[src/rtl/readout_frame_packer.sv]
// readout_frame_packer
//   Drains bytes from the merged lane readout buffer and packs them into
//   packets on a 32-bit AXI-Stream. Each packet starts with a header word
//   {8'hA5, seq, len}. Payload bytes follow, little-endian, four per word.
//   A packet is started when a full payload is available, when partial data
//   has waited TIMEOUT_CYCLES, or when cfg_flush is high.
//
//   Optional build macro: READOUT_PACKER_CHECKSUM_EN
//     When defined, every packet ends with a trailer word {8'h5A, seq, sum},
//     where sum is the 16-bit sum of the payload bytes. That trailer carries
//     tlast in place of the last payload word.
//
// Ports
//   clk_core, clk_core_resn   core clock, asynchronous active-low reset
//   s_axis_tdata/tvalid/tready  byte stream from the readout buffer
//   s_data_count              bytes currently held in the readout buffer
//   m_axis_tdata/tkeep/tvalid/tready/tlast  packed 32-bit output stream
//   cfg_enable                allow new packets to start
//   cfg_flush                 force a packet whenever data is waiting
//   status_busy               high whenever a packet is in progress
//   stat_packet_count         completed packets (wraps)
module readout_frame_packer #(
  parameter int MAX_PAYLOAD_BYTES = 64,
  parameter int TIMEOUT_CYCLES    = 1024,
  parameter int SEQ_WIDTH         = 8
) (
  input  logic        clk_core,
  input  logic        clk_core_resn,
  input  logic [7:0]  s_axis_tdata,
  input  logic        s_axis_tvalid,
  output logic        s_axis_tready,
  input  logic [31:0] s_data_count,
  output logic [31:0] m_axis_tdata,
  output logic [3:0]  m_axis_tkeep,
  output logic        m_axis_tvalid,
  input  logic        m_axis_tready,
  output logic        m_axis_tlast,
  input  logic        cfg_enable,
  input  logic        cfg_flush,
  output logic        status_busy,
  output logic [31:0] stat_packet_count
);

  localparam int                TMO_W     = $clog2(TIMEOUT_CYCLES + 1);
  localparam logic [TMO_W-1:0]  TMO_LIMIT = TMO_W'(TIMEOUT_CYCLES);
  localparam logic [31:0]       MAX_BYTES = 32'(MAX_PAYLOAD_BYTES);

  typedef enum logic [2:0] {
    ST_IDLE    = 3'd0,
    ST_HEADER  = 3'd1,
    ST_GATHER  = 3'd2,
`ifdef READOUT_PACKER_CHECKSUM_EN
    ST_EMIT    = 3'd3,
    ST_TRAILER = 3'd4
`else
    ST_EMIT    = 3'd3
`endif
  } state_t;

  // Packet length is the buffer fill, clamped to one full payload.
  function automatic logic [15:0] clamp_len(input logic [31:0] count);
    if (count >= MAX_BYTES) clamp_len = MAX_BYTES[15:0];
    else                    clamp_len = count[15:0];
  endfunction

  // Idle timeout counter increment, saturating at the limit.
  function automatic logic [TMO_W-1:0] tmo_sat_inc(input logic [TMO_W-1:0] cnt);
    if (cnt >= TMO_LIMIT) tmo_sat_inc = TMO_LIMIT;
    else                  tmo_sat_inc = cnt + TMO_W'(1);
  endfunction

  function automatic logic [3:0] keep_mask(input logic [2:0] n);
    case (n)
      3'd1:    keep_mask = 4'h1;
      3'd2:    keep_mask = 4'h3;
      3'd3:    keep_mask = 4'h7;
      3'd4:    keep_mask = 4'hF;
      default: keep_mask = 4'h0;
    endcase
  endfunction

  state_t                 state_q, state_d;
  logic [SEQ_WIDTH-1:0]   seq_q, seq_d;
  logic [TMO_W-1:0]       tmo_q, tmo_d;
  logic [15:0]            remaining_q, remaining_d;
  logic [2:0]             collected_q, collected_d;
  logic [31:0]            word_q, word_d;
  logic [31:0]            m_tdata_q, m_tdata_d;
  logic [3:0]             m_tkeep_q, m_tkeep_d;
  logic                   m_tvalid_q, m_tvalid_d;
  logic                   m_tlast_q, m_tlast_d;
  logic [31:0]            stat_q, stat_d;
`ifdef READOUT_PACKER_CHECKSUM_EN
  logic [15:0]            sum_q, sum_d;
`endif

  logic        has_data;
  logic        start;
  logic [15:0] len_new;
  logic [31:0] lane;

  assign has_data = (s_data_count != 32'd0);
  assign start    = cfg_enable &&
                    ((s_data_count >= MAX_BYTES) ||
                     ((tmo_q >= TMO_LIMIT) && has_data) ||
                     (cfg_flush && has_data));
  assign len_new  = clamp_len(s_data_count);
  // Incoming byte placed in its little-endian lane.
  assign lane     = {24'h000000, s_axis_tdata} << {collected_q[1:0], 3'b000};

  assign s_axis_tready     = (state_q == ST_GATHER) && (collected_q < 3'd4) &&
                             (remaining_q != 16'd0);
  assign status_busy       = (state_q != ST_IDLE);
  assign m_axis_tdata      = m_tdata_q;
  assign m_axis_tkeep      = m_tkeep_q;
  assign m_axis_tvalid     = m_tvalid_q;
  assign m_axis_tlast      = m_tlast_q;
  assign stat_packet_count = stat_q;

  always_comb begin
    state_d     = state_q;
    seq_d       = seq_q;
    tmo_d       = '0;
    remaining_d = remaining_q;
    collected_d = collected_q;
    word_d      = word_q;
    m_tdata_d   = m_tdata_q;
    m_tkeep_d   = m_tkeep_q;
    m_tvalid_d  = m_tvalid_q;
    m_tlast_d   = m_tlast_q;
    stat_d      = stat_q;
`ifdef READOUT_PACKER_CHECKSUM_EN
    sum_d       = sum_q;
`endif

    case (state_q)
      ST_IDLE: begin
        if (start) begin
          remaining_d = len_new;
          collected_d = 3'd0;
          word_d      = 32'd0;
          m_tdata_d   = {8'hA5, seq_q, len_new};
          m_tkeep_d   = 4'hF;
          m_tlast_d   = 1'b0;
          m_tvalid_d  = 1'b1;
          state_d     = ST_HEADER;
`ifdef READOUT_PACKER_CHECKSUM_EN
          sum_d       = 16'd0;
`endif
        end else if (!has_data) begin
          tmo_d = '0;
        end else if (s_data_count < MAX_BYTES) begin
          tmo_d = tmo_sat_inc(tmo_q);
        end else begin
          // Full payload waiting but not enabled: hold the count.
          tmo_d = tmo_q;
        end
      end

      ST_HEADER: begin
        if (m_axis_tready) begin
          m_tvalid_d = 1'b0;
          m_tdata_d  = 32'd0;
          m_tkeep_d  = 4'h0;
          state_d    = ST_GATHER;
        end
      end

      ST_GATHER: begin
        if (s_axis_tready && s_axis_tvalid) begin
          collected_d = collected_q + 3'd1;
          remaining_d = remaining_q - 16'd1;
          word_d      = word_q | lane;
`ifdef READOUT_PACKER_CHECKSUM_EN
          sum_d       = sum_q + {8'h00, s_axis_tdata};
`endif
          // Word complete: load the output register with the new word.
          if ((collected_d == 3'd4) || (remaining_d == 16'd0)) begin
            m_tdata_d  = word_d;
            m_tkeep_d  = keep_mask(collected_d);
`ifdef READOUT_PACKER_CHECKSUM_EN
            m_tlast_d  = 1'b0;
`else
            m_tlast_d  = (remaining_d == 16'd0);
`endif
            m_tvalid_d = 1'b1;
            state_d    = ST_EMIT;
          end
        end
      end

      ST_EMIT: begin
        if (m_axis_tready) begin
          m_tvalid_d  = 1'b0;
          m_tdata_d   = 32'd0;
          m_tkeep_d   = 4'h0;
          m_tlast_d   = 1'b0;
          collected_d = 3'd0;
          word_d      = 32'd0;
          if (remaining_q != 16'd0) begin
            state_d = ST_GATHER;
          end else begin
`ifdef READOUT_PACKER_CHECKSUM_EN
            m_tdata_d  = {8'h5A, seq_q, sum_q};
            m_tkeep_d  = 4'hF;
            m_tlast_d  = 1'b1;
            m_tvalid_d = 1'b1;
            state_d    = ST_TRAILER;
`else
            seq_d   = seq_q + SEQ_WIDTH'(1);
            stat_d  = stat_q + 32'd1;
            state_d = ST_IDLE;
`endif
          end
        end
      end

`ifdef READOUT_PACKER_CHECKSUM_EN
      ST_TRAILER: begin
        if (m_axis_tready) begin
          m_tvalid_d = 1'b0;
          m_tdata_d  = 32'd0;
          m_tkeep_d  = 4'h0;
          m_tlast_d  = 1'b0;
          seq_d      = seq_q + SEQ_WIDTH'(1);
          stat_d     = stat_q + 32'd1;
          state_d    = ST_IDLE;
        end
      end
`endif

      default: state_d = ST_IDLE;
    endcase
  end

  always_ff @(posedge clk_core or negedge clk_core_resn) begin
    if (!clk_core_resn) begin
      state_q     <= ST_IDLE;
      seq_q       <= '0;
      tmo_q       <= '0;
      remaining_q <= 16'd0;
      collected_q <= 3'd0;
      word_q      <= 32'd0;
      m_tdata_q   <= 32'd0;
      m_tkeep_q   <= 4'h0;
      m_tvalid_q  <= 1'b0;
      m_tlast_q   <= 1'b0;
      stat_q      <= 32'd0;
`ifdef READOUT_PACKER_CHECKSUM_EN
      sum_q       <= 16'd0;
`endif
    end else begin
      state_q     <= state_d;
      seq_q       <= seq_d;
      tmo_q       <= tmo_d;
      remaining_q <= remaining_d;
      collected_q <= collected_d;
      word_q      <= word_d;
      m_tdata_q   <= m_tdata_d;
      m_tkeep_q   <= m_tkeep_d;
      m_tvalid_q  <= m_tvalid_d;
      m_tlast_q   <= m_tlast_d;
      stat_q      <= stat_d;
`ifdef READOUT_PACKER_CHECKSUM_EN
      sum_q       <= sum_d;
`endif
    end
  end

endmodule

[config.mk]
export PLATFORM = sky130hd
export DESIGN_NAME = readout_frame_packer
export DESIGN_NICKNAME = d
export VERILOG_FILES = /design/src/rtl/readout_frame_packer.sv
export SDC_FILE = /design/constraint.sdc
export NUM_CORES = 1
export LEC_CHECK = 0
export ABC_CLOCK_PERIOD_IN_PS = 3700
export BUFFER_PORTS_ARGS = -buffer_cell sky130_fd_sc_hd__buf_2
export CAP_MARGIN = 0
export CORE_MARGIN = 2
export CORE_UTILIZATION = 40
export DETAILED_ROUTE_END_ITERATION = 10
export GPL_TIMING_DRIVEN = 0
export PLACE_DENSITY = 0.66
export SYNTH_ARGS = -nofsm -noshare
export SYNTH_HDL_FRONTEND = slang
export SYNTH_SLANG_ARGS = --single-unit
[constraint.sdc]
create_clock -name clk_core -period 3.7 [get_ports clk_core]
set_clock_uncertainty 0.05 [all_clocks]
set_input_delay 0.555 -clock clk_core [delete_from_list [all_inputs] [get_ports clk_core]]
set_output_delay 0.555 -clock clk_core [all_outputs]
set_load 0.1 [all_outputs]
# After elaboration in Yosys (flattened, before gate mapping)
# Cells that the tools add are included.
[classes]
n_eq_ne = 14
muxes = 43
shift = 1
n_reduce_logical = 24
addsub = 5
bitwise = 2
order_cmp = 4
[op_table]
columns = ["operator", "count"]
rows = [
  ["2-to-1 mux 32 bit", 6],
  ["case mux 32 bit (3 select lines)", 2],
  ["2-to-1 mux 11 bit", 5],
  ["2-to-1 mux 16 bit", 3],
  ["adder 32 x 1 -> 32 bit (second input constant)", 1],
  ["greater-or-equal comparator 32 x 7 -> 1 bit (second input constant)", 1],
  ["less-than comparator 32 x 7 -> 1 bit (second input constant)", 1],
  ["OR 32 bit", 1],
  ["case mux 16 bit (2 select lines)", 1],
  ["nonzero test 32 bit", 1],
  ["<< shifter 8 x 5 -> 32 bit", 1],
  ["2-to-1 mux 3 bit", 8],
  ["logical NOT 16 bit", 1],
  ["2-to-1 mux 4 bit", 4],
  ["case mux 4 bit (4 select lines)", 1],
  ["nonzero test 16 bit", 1],
  ["subtractor 16 x 1 -> 16 bit (second input constant)", 1],
  ["AND reduction 5 bit", 3],
  ["equality test 3 x 2 -> 1 bit (second input constant)", 4],
  ["case mux 3 bit (4 select lines)", 1],
  ["case mux 4 bit (3 select lines)", 1],
  ["adder 11 x 1 -> 11 bit (second input constant)", 1],
  ["greater-or-equal comparator 11 bit (second input constant)", 1],
  ["case mux 3 bit (3 select lines)", 1],
  ["20 further kinds", 42],
]
[word_totals]
inputBits = 46
word_cells = 104
ff_bits = 143
output_inout_bits = 72

# Longest topological paths before layout
# Gate-level depths: netlist (run 1).
[logic_depth]
word_depth = 7
mapped_depth = 10
depth_no_buf = 8

# Least setup slack after synthesis (run 1)
# OpenSTA, ideal clock, no wires.
[synth_timing]
kind = "register to output"
start = "register remaining_q[0]"
end = "output port s_axis_tready"
t_required_ns = 3.095
t_arrival_ns = 3.203
slack_ns = -0.108
n_path_buf = 0
path_stages_with_launch = 7
cell_sequence = "dfrtp_1 inv_1 ha_1 nand2b_1 or3_4 nor4_1 nor3_1"
[synth_between]
elab_chain_cells = 2
[synth_lines]
columns = ["element", "line", "rtl"]
rows = [
  ["start, declared", "85", "logic [15:0] remaining_q, remaining_d;"],
  ["start signal, assigned", "256", "remaining_q <= remaining_d;"],
  ["nonzero test 16 bit", "112", "(remaining_q != 16'd0);"],
  ["logical AND 1 bit", "111", "assign s_axis_tready = (state_q == ST_GATHER) && (collected_q < 3'd4) &&"],
  ["end, declared", "31", "output logic s_axis_tready,"],
]
# No other way between the ends.

# Worst setup path after layout (run 1)
# Same ends and word-level chain as after synthesis.

==> results.txt, run 1 <==
The run finished with clean final reports. Among all flip-flop cells after synthesis, the most frequent one is sky130_fd_sc_hd__dfrtp_1. The count of fill cells added during filler insertion is 1,711. The total number of H-tree levels came out at 4. The endpoint arrival time on the critical path is 2.85 ns. The commonest cells after synthesis are sky130_fd_sc_hd__dfrtp_1 (142), sky130_fd_sc_hd__nor2_1 (86), sky130_fd_sc_hd__a21oi_1 (57). The root buffer cell is sky130_fd_sc_hd__clkbuf_16. The count of yosys warnings during synthesis is 0. The sequential share of power came out at 28.9%. In this run the worst setup path terminates at s_axis_tready. The final number of max-transition violations came to 0.

The actual slew at the worst max-slew pin came out at 1.12 ns. The final wirelength came out at 19,100 um. Across the VDD grid, the largest voltage drop is 723 uV. The post-CTS repair timing setup buffer count came out at 0. The count of unique library cells instantiated by Yosys is 71. The worst min-delay path category is in2async.

After floorplanning, the core was divided into 49 placement rows. The clock-pin slew on the worst setup and hold paths is 0.06 ns. The TritonCTS sink count is 142. Tracing the worst setup path back leads to its startpoint at remaining_q[0]. The combinational cell fraction of total power came out at 50.9%. The violation count after the first detailed-route iteration is 360. The die span in x came out at 139 um. Once the clock tree was built, the resizer swapped 0 gates to a different size. In the global route stage, overall resource usage came out at 20.4%.

The floorplan die area is 0.0193 sq mm. The average footprint of a synthesized cell came out at 9.98 sq um. In this run the power spent charging and discharging nets is 4.04 mW. In the post-synthesis netlist, the biggest area contributors are sky130_fd_sc_hd__dfrtp_1 (49%), sky130_fd_sc_hd__nor2_1 (4.4%), sky130_fd_sc_hd__xnor2_1 (4.1%), sky130_fd_sc_hd__a21oi_1 (3.9%), sky130_fd_sc_hd__mux2_4 (3.5%). The flop and latch count out of synthesis came out at 142. The number of buffers added on ports is 114.

The cell-internal power came out at 4.14 mW. The worst setup path is captured at an output port. For this design the ratio of total power to cell area is 935 mW/mm^2. Entering global routing, the biggest net connects 96 pins.

Setup repair after global routing left no endpoint under its margin. The worst setup path is launched from a register. Data on the critical path is required at its endpoint by 3.09 ns. The half-perimeter wire length after placement is 13,600 um.

The highest clock rate came out at 290 MHz. The detailed-routing iteration count for the pre-antenna-repair pass came out at 5. The clock network burns 20.3% of the power. The synthesized netlist cell count is 730. The largest total area in the synthesized netlist belongs to sky130_fd_sc_hd__dfrtp_1. TritonCTS built the clock tree. The routability congestion estimate from global placement came out at 0.860. The via count normalized by instance count came out at 5.51. The shortest clock period the worst path allows after layout came out at 3.45 ns. The via count of the first global-routing pass is 5,965. The antenna diode instance count came out at 0. Once placement completed, the tool counted placed cells totaling 1,074. The average wire per standard cell is 17.3 um. The final-stage net count is 919. The finished cells cover 0.00874 sq mm. The via count of the routed design is 6,093. The number of hold violations in the final report came out at 0. The initial antenna violation count is 0. The sum of overflow across all layers after global routing is 0. The number of cells on the worst reg-to-reg path is 8. The core region is 0.0179 sq mm. The initial utilization of the core area, before any placement, comes to 40.7%. The reg-to-reg setup timing slack came out at 0.59 ns.

The area overhead of the layout relative to synthesis is 19.9%. The number of nets in the synthesized netlist is 785. Cells with a size suffix above 1 make up 25.0% of the layout. The total of hold buffers inserted after clock tree synthesis came out at 0. The net switching share of the total power is 49.4%. The finished layout holds 1,105 standard cells, fillers aside. The startpoint of the worst-slack reg-to-reg timing path is state_q[1]. The number of design rule violations left after detail routing came out at 0. Headroom to the max-slew limit came out at 25.4%. The total I/O pin count came out at 118. The clock latency on the worst-skew pair came out at 0.43 ns. The share of synthesized registers carrying an async set or reset came out at 100%. In this run, synthesis inferred 0 flip-flops with an integrated enable. The max capacitance violation total is 0.

The maximum buffer depth of the clock tree came out at 2. The number of buffers created by CTS came out at 17. The most common cell in the netlist is sky130_fd_sc_hd__dfrtp_1. The fraction of synthesized cell area taken by the top area cell type came out at 48.8%. In this run the critical register-to-register path is captured at m_axis_tdata[28]. In this run the static leakage power is 4.10 nW. The die is 139 um tall. The total standard cell area after synthesis is 0.00729 sq mm.

The count of antenna-violating nets left after detailed routing is 0. The sequential fraction of the synthesis area is 48.8%. The part of the cycle the worst path needs came out at 93.3%. Along the worst path, the maximum fanout reaches 8. The worst setup path is of the reg2out kind. Setup violations remaining at the end of the flow were counted as 0.

The global-route wire length before repair is 31,600 um. The placed instances occupy a cell area of 0.00818 sq mm.
## worst max-delay path, stage by stage (launching register included)
cell	delay, ns
sky130_fd_sc_hd__dfrtp_1	0.46
sky130_fd_sc_hd__inv_1	0.14
sky130_fd_sc_hd__ha_1	0.29
sky130_fd_sc_hd__nand2b_1	0.19
sky130_fd_sc_hd__or3_4	0.46
sky130_fd_sc_hd__nor4_1	0.48
sky130_fd_sc_hd__nor3_2	0.09
sky130_fd_sc_hd__buf_2	0.32
## kinds of logic after synthesis
kind of cell,Yosys count,synth area share [%]
adders and majority gates,9,1.55
AOI/OAI and AO/OA,170,14.8
muxes,44,7.59
xor gates and xnor gates,40,4.81
DFF,142,48.8
and+or+nand+nor,261,18.6
buffers and inverters,64,3.93
## layout by cell type (no fill, tap or decap), drive strengths merged, types with 3 or more instances in the layout
cell type  instances
a21oi             57
a21o               5
and2               8
a211oi            10
and3              14
clkinv             9
nand2             36
xnor2             34
inv               23
mux2i              5
o41ai              3
ha                 9
nand4             21
or4b               3
nor2b              3
clkbuf            46
buf              128
or3                5
nand3             37
a22oi              3
a31oi             33
o31ai              5
nor4              13
xor2               6
nand2b             5
nor3              13
or4                5
or2                4
o21ai             29
nor2              88
dfrtp            142
mux2              39
## routing by layer
layer | vias to the layer above | share of wire (%) | global-route usage [%]
met5 | - | 0 | 0
met4 | 0 | 2.0 | 5.48
met3 | 32 | 5.5 | 5.21
met2 | 154 | 45 | 31.1
met1 | 2982 | 47 | 29.0
li1 | 2925 | - | -
## area by class of cell
type	count	area, sq um	share of cell area, %
Buffer	40	196	2.25
Clock buffer	19	433	4.95
Clock inverter	12	123	1.40
Inverter	24	90.1	1.03
Multi-Input combinational cell	524	3450	39.5
Sequential cell	142	3550	40.7
Tap cell	229	287	3.28
Timing Repair Buffer	115	604	6.91
## stage by stage
step	setup TNS [ns]	utilization [%]	hold WS [ns]	total power [mW]	setup WS (ns)
floorplan	0	-	0.209	5.65	0.755
global placement	-12.81	45.5	0.408	6.46	-0.0994
detailed placement	0	45.7	0.412	6.53	0.676
CTS	0	48.8	0.0204	8.21	0.259
global route	0	48.8	0.0377	8.63	0.0701
finish	0	48.8	0.00741	8.17	0.248
## registers in the layout, indices dropped and copies added (netlist names)
register / count
m_axis_tdata: 32
stat_packet_count: 32
word_q: 32
remaining_q: 16
tmo_q: 11
seq_q: 8
m_axis_tkeep: 4
collected_q: 3
state_q: 2
m_axis_tlast: 1
m_axis_tvalid: 1
## worst min path at each step
stage	from	to
after floorplan	clk_core_resn	collected_q[0]
after global placement	seq_q[7]	seq_q[7]
after detailed placement	stat_packet_count[31]	stat_packet_count[31]
after CTS	clk_core_resn	remaining_q[12]
after global routing	clk_core_resn	remaining_q[12]
final	clk_core_resn	remaining_q[12]
## power groups by stage
| stage | combinational (mW) | clock, mW | sequential (mW) |
|---|---|---|---|
| finish | 4.16 | 1.66 | 2.36 |
| global route | 4.45 | 1.75 | 2.42 |
| CTS | 4.17 | 1.68 | 2.36 |
| detailed placement | 4.15 | 0 | 2.38 |
| global placement | 4.10 | 0 | 2.36 |
| floorplan | 1.90 | 0 | 3.75 |
No activity file was read; power rests on OpenSTA's default activity.
==> inputs of run 2 (changes only) <==
--- a/config.mk
+++ b/config.mk
@@ -15,2 +15,3 @@
 export PLACE_DENSITY = 0.66
+export SKIP_LAST_GASP = 1
 export SYNTH_ARGS = -nofsm -noshare
==> constraint.sdc (replaced) <==
create_clock -name clk_core -period 3.7 [get_ports clk_core]
set_clock_uncertainty 0.05 [all_clocks]
set_input_delay 0.37 -clock clk_core [delete_from_list [all_inputs] [get_ports clk_core]]
set_output_delay 0.37 -clock clk_core [all_outputs]
set_load 0.1 [all_outputs]
==> run 2 against run 1 <==
Sequential share of layout area is essentially flat. Worst hold slack better by 0.20 ns. Worst setup slack gained 0.29 ns. Sequential cell count unchanged. Routed wire length decreased by 2.4%. Combinational power about the same. First-iteration DRC count up 34%. Critical path type unchanged. Largest power group unchanged. Highest routed layer unchanged.
==> results.txt, run 2 (same netlist as run 1, synthesis figures left out) <==
The flow ran to the end, and the final reports show no timing, DRC or antenna violations. Traced cell by cell, the critical path runs through inv_1 -> ha_1 -> nand2b_1 -> or3_4 -> nor4_1 -> nor3_1 -> buf_2. The violation count after the first detailed-route iteration came out at 481. The delay of the slowest critical-path stage came out at 0.46 ns. The largest fanout of any net on the critical path is 8. The half-perimeter wire length after placement came out at 13,200 um. After layout, the worst path uses 85.4% of the clock period. Setup repair after global routing left no endpoint under its margin. The shortest clock period the worst path allows after layout is 3.16 ns. The total number of H-tree levels is 4. The floorplan die height came out at 139 um. The area overhead of the layout relative to synthesis is 19.9%. The antenna diode instance count is 0. Broken down by cell family, the worst path's largest delay share belongs to simple AND/OR/NAND/NOR gates.

Data on the critical path arrives at its endpoint at 2.74 ns. After detailed placement, the design holds a cell count of 1,074. The average wire per standard cell is 16.9 um. For this design the static power due to leakage is 4.09 nW. Input and output buffers added on the ports amount to 114. The peak ir drop on the vdd network came out at 852 uV. The number of hold violations in the final report is 0.

The worst setup path is captured at an output port. The floorplan die area is 0.0193 sq mm. In the layout the commonest cells are sky130_fd_sc_hd__dfrtp_1 (142), sky130_fd_sc_hd__buf_2 (120), sky130_fd_sc_hd__nor2_1 (86), sky130_fd_sc_hd__a21oi_1 (57). Data on the critical path is required at its endpoint by 3.28 ns.

The total I/O pin count is 118. The via count normalized by instance count is 5.49. The root buffer cell chosen for the clock tree is sky130_fd_sc_hd__clkbuf_16. The worst min-delay path category is in2reg. TritonCTS built the clock tree. For this design, the sink count on the clock tree is 142. The floorplan core area is 0.0179 sq mm. The detailed-routing iteration count for the pre-antenna-repair pass is 5.

The global-route usage over all layers is 20.1%. The placement-stage cell area is 0.00818 sq mm. The total overflow left after global routing is 0. The final-stage net count came out at 920.

The critical path contains buffers and inverters numbering 2 combined. The setup path with the least slack is of type reg2out. The first global-routing pass estimated 31,300 um of wire.

The final route contains 6,082 vias. The final instance count without filler cells is 1,107. The final number of max-transition violations came out at 0. Wires add up to 18,700 um. Clock-pin slew was measured on the worst setup and hold paths at 0.06 ns. The actual slew at the worst max-slew pin came out at 1.02 ns.

In this run the core area contains 49 standard-cell rows. STA classifies the critical path startpoint as a register. The final setup slack of the worst path came out at 0.542 ns. The count of antenna-violating nets left after detailed routing is 0. The max capacitance violation total is 0.

The maximum number of pins on one net before global-route repair is 91. The starting density of the core came out at 40.7%. The cell with the largest stage delay on the worst path is sky130_fd_sc_hd__dfrtp_1. The initial antenna violation count came out at 0.

The total power per unit cell area is 926 mW/mm^2. The worst max-slew margin expressed relative to the limit came out at 32.0%. The maximum buffer depth of the clock tree is 2. The floorplan step set the die width to 139 um.

The highest clock rate is 317 MHz. The number of design rule violations left after detail routing came out at 0. The accumulated negative setup slack came out at 0 ns. The count of final setup violators came out at 0. The post-layout instance area is 0.00874 sq mm. The via count of the first global-routing pass came out at 5,903.

Leaving out fill and tap cells, the most frequent cell in the layout is sky130_fd_sc_hd__dfrtp_1. The number of buffers created by CTS is 17. The routability congestion estimate from global placement came out at 0.830. At the later pin of the worst-skew pair, clock insertion delay measures 0.43 ns. The share of layout cells above drive strength 1 is 25.1%. The minimum setup slack after placement is 0.601 ns.
[run 2: cell count changes in the layout (fill, tap and decap cells not counted)]
cell / previous run / this run
sky130_fd_sc_hd__inv_6: 0 / 1
sky130_fd_sc_hd__dlygate4sd3_1: 0 / 1
sky130_fd_sc_hd__nor3_2: 2 / 1
sky130_fd_sc_hd__clkinvlp_4: 2 / 4
sky130_fd_sc_hd__nor3_1: 10 / 11
sky130_fd_sc_hd__clkinv_4: 2 / 3
sky130_fd_sc_hd__clkinv_2: 6 / 5
sky130_fd_sc_hd__bufinv_16: 2 / 1
sky130_fd_sc_hd__clkbuf_1: 29 / 28
[run 2: per-layer routing]
layer | vias up | GRT usage [%] | wire length [um] | share of wire [%]
li1 | 2919 | - | - | -
met1 | 2980 | 28.3 | 8940 | 48
met2 | 154 | 31.3 | 8530 | 46
met3 | 29 | 4.87 | 943 | 5.1
met4 | 0 | 5.21 | 259 | 1.4
met5 | - | 0 | 0 | 0
[run 2: final cells by class]
class,instances,area (sq um)
fillers,1676,9160
flip-flops and latches,142,3550
multi-input cells,524,3450
repair buffers,116,614
clock buffers,18,429
well taps,229,287
plain buffers,40,196
clock inverters,14,120
inverters,24,90.1
[run 2: worst paths after layout]
check	depth (start not counted)	slack, ns	start	end
setup / recovery	7	0.54	remaining_q[0]	s_axis_tready
hold / removal	3	0.21	m_axis_tready	state_q[1]
setup reg to reg	8	0.63	state_q[1]	m_axis_tdata[27]
hold reg to reg	1	0.41	stat_packet_count[31]	stat_packet_count[31]
max in group asynchronous	3	2.35	clk_core_resn	m_axis_tdata[27]
min in group asynchronous	2	0.42	clk_core_resn	remaining_q[11]
[run 2: worst register-to-register path: stages (launching register included)]
cell and delay, ns:
sky130_fd_sc_hd__dfrtp_1 0.37, sky130_fd_sc_hd__clkbuf_1 0.36, sky130_fd_sc_hd__clkinv_1 0.37, sky130_fd_sc_hd__nor2_1 0.67, sky130_fd_sc_hd__nand2_1 0.19, sky130_fd_sc_hd__o21ai_2 0.23, sky130_fd_sc_hd__buf_6 0.20, sky130_fd_sc_hd__buf_8 0.19
sky130_fd_sc_hd__mux2_4 0.32
[run 2: what timing repair did]
action | 4_1_cts | 5_1_grt
hold buffers | 1 | 0
endpoints found under the hold margin | 52 | 0
buffers inserted | 0 | 0
setup endpoints to repair | 0 | 0
gates resized for setup | 0 | 0
[run 2: per-stage QoR]
step | power, mW | hold WS, ns | util, %
2_1_floorplan | 5.64 | 0.0244 | -
3_3_place_gp | 6.46 | 0.407 | 45.5
3_5_place_dp | 6.50 | 0.323 | 45.7
4_1_cts | 8.13 | 0.203 | 48.8
5_1_grt | 8.56 | 0.220 | 48.8
6_report | 8.09 | 0.211 | 48.8
[run 2: report_power, final]
part / switching (mW) / internal (mW) / total, mW
clock: 0.677 / 0.920 / 1.60
sequential: 0.331 / 2.02 / 2.35
combinational: 3.01 / 1.13 / 4.14
total: 4.01 / 4.07 / 8.09
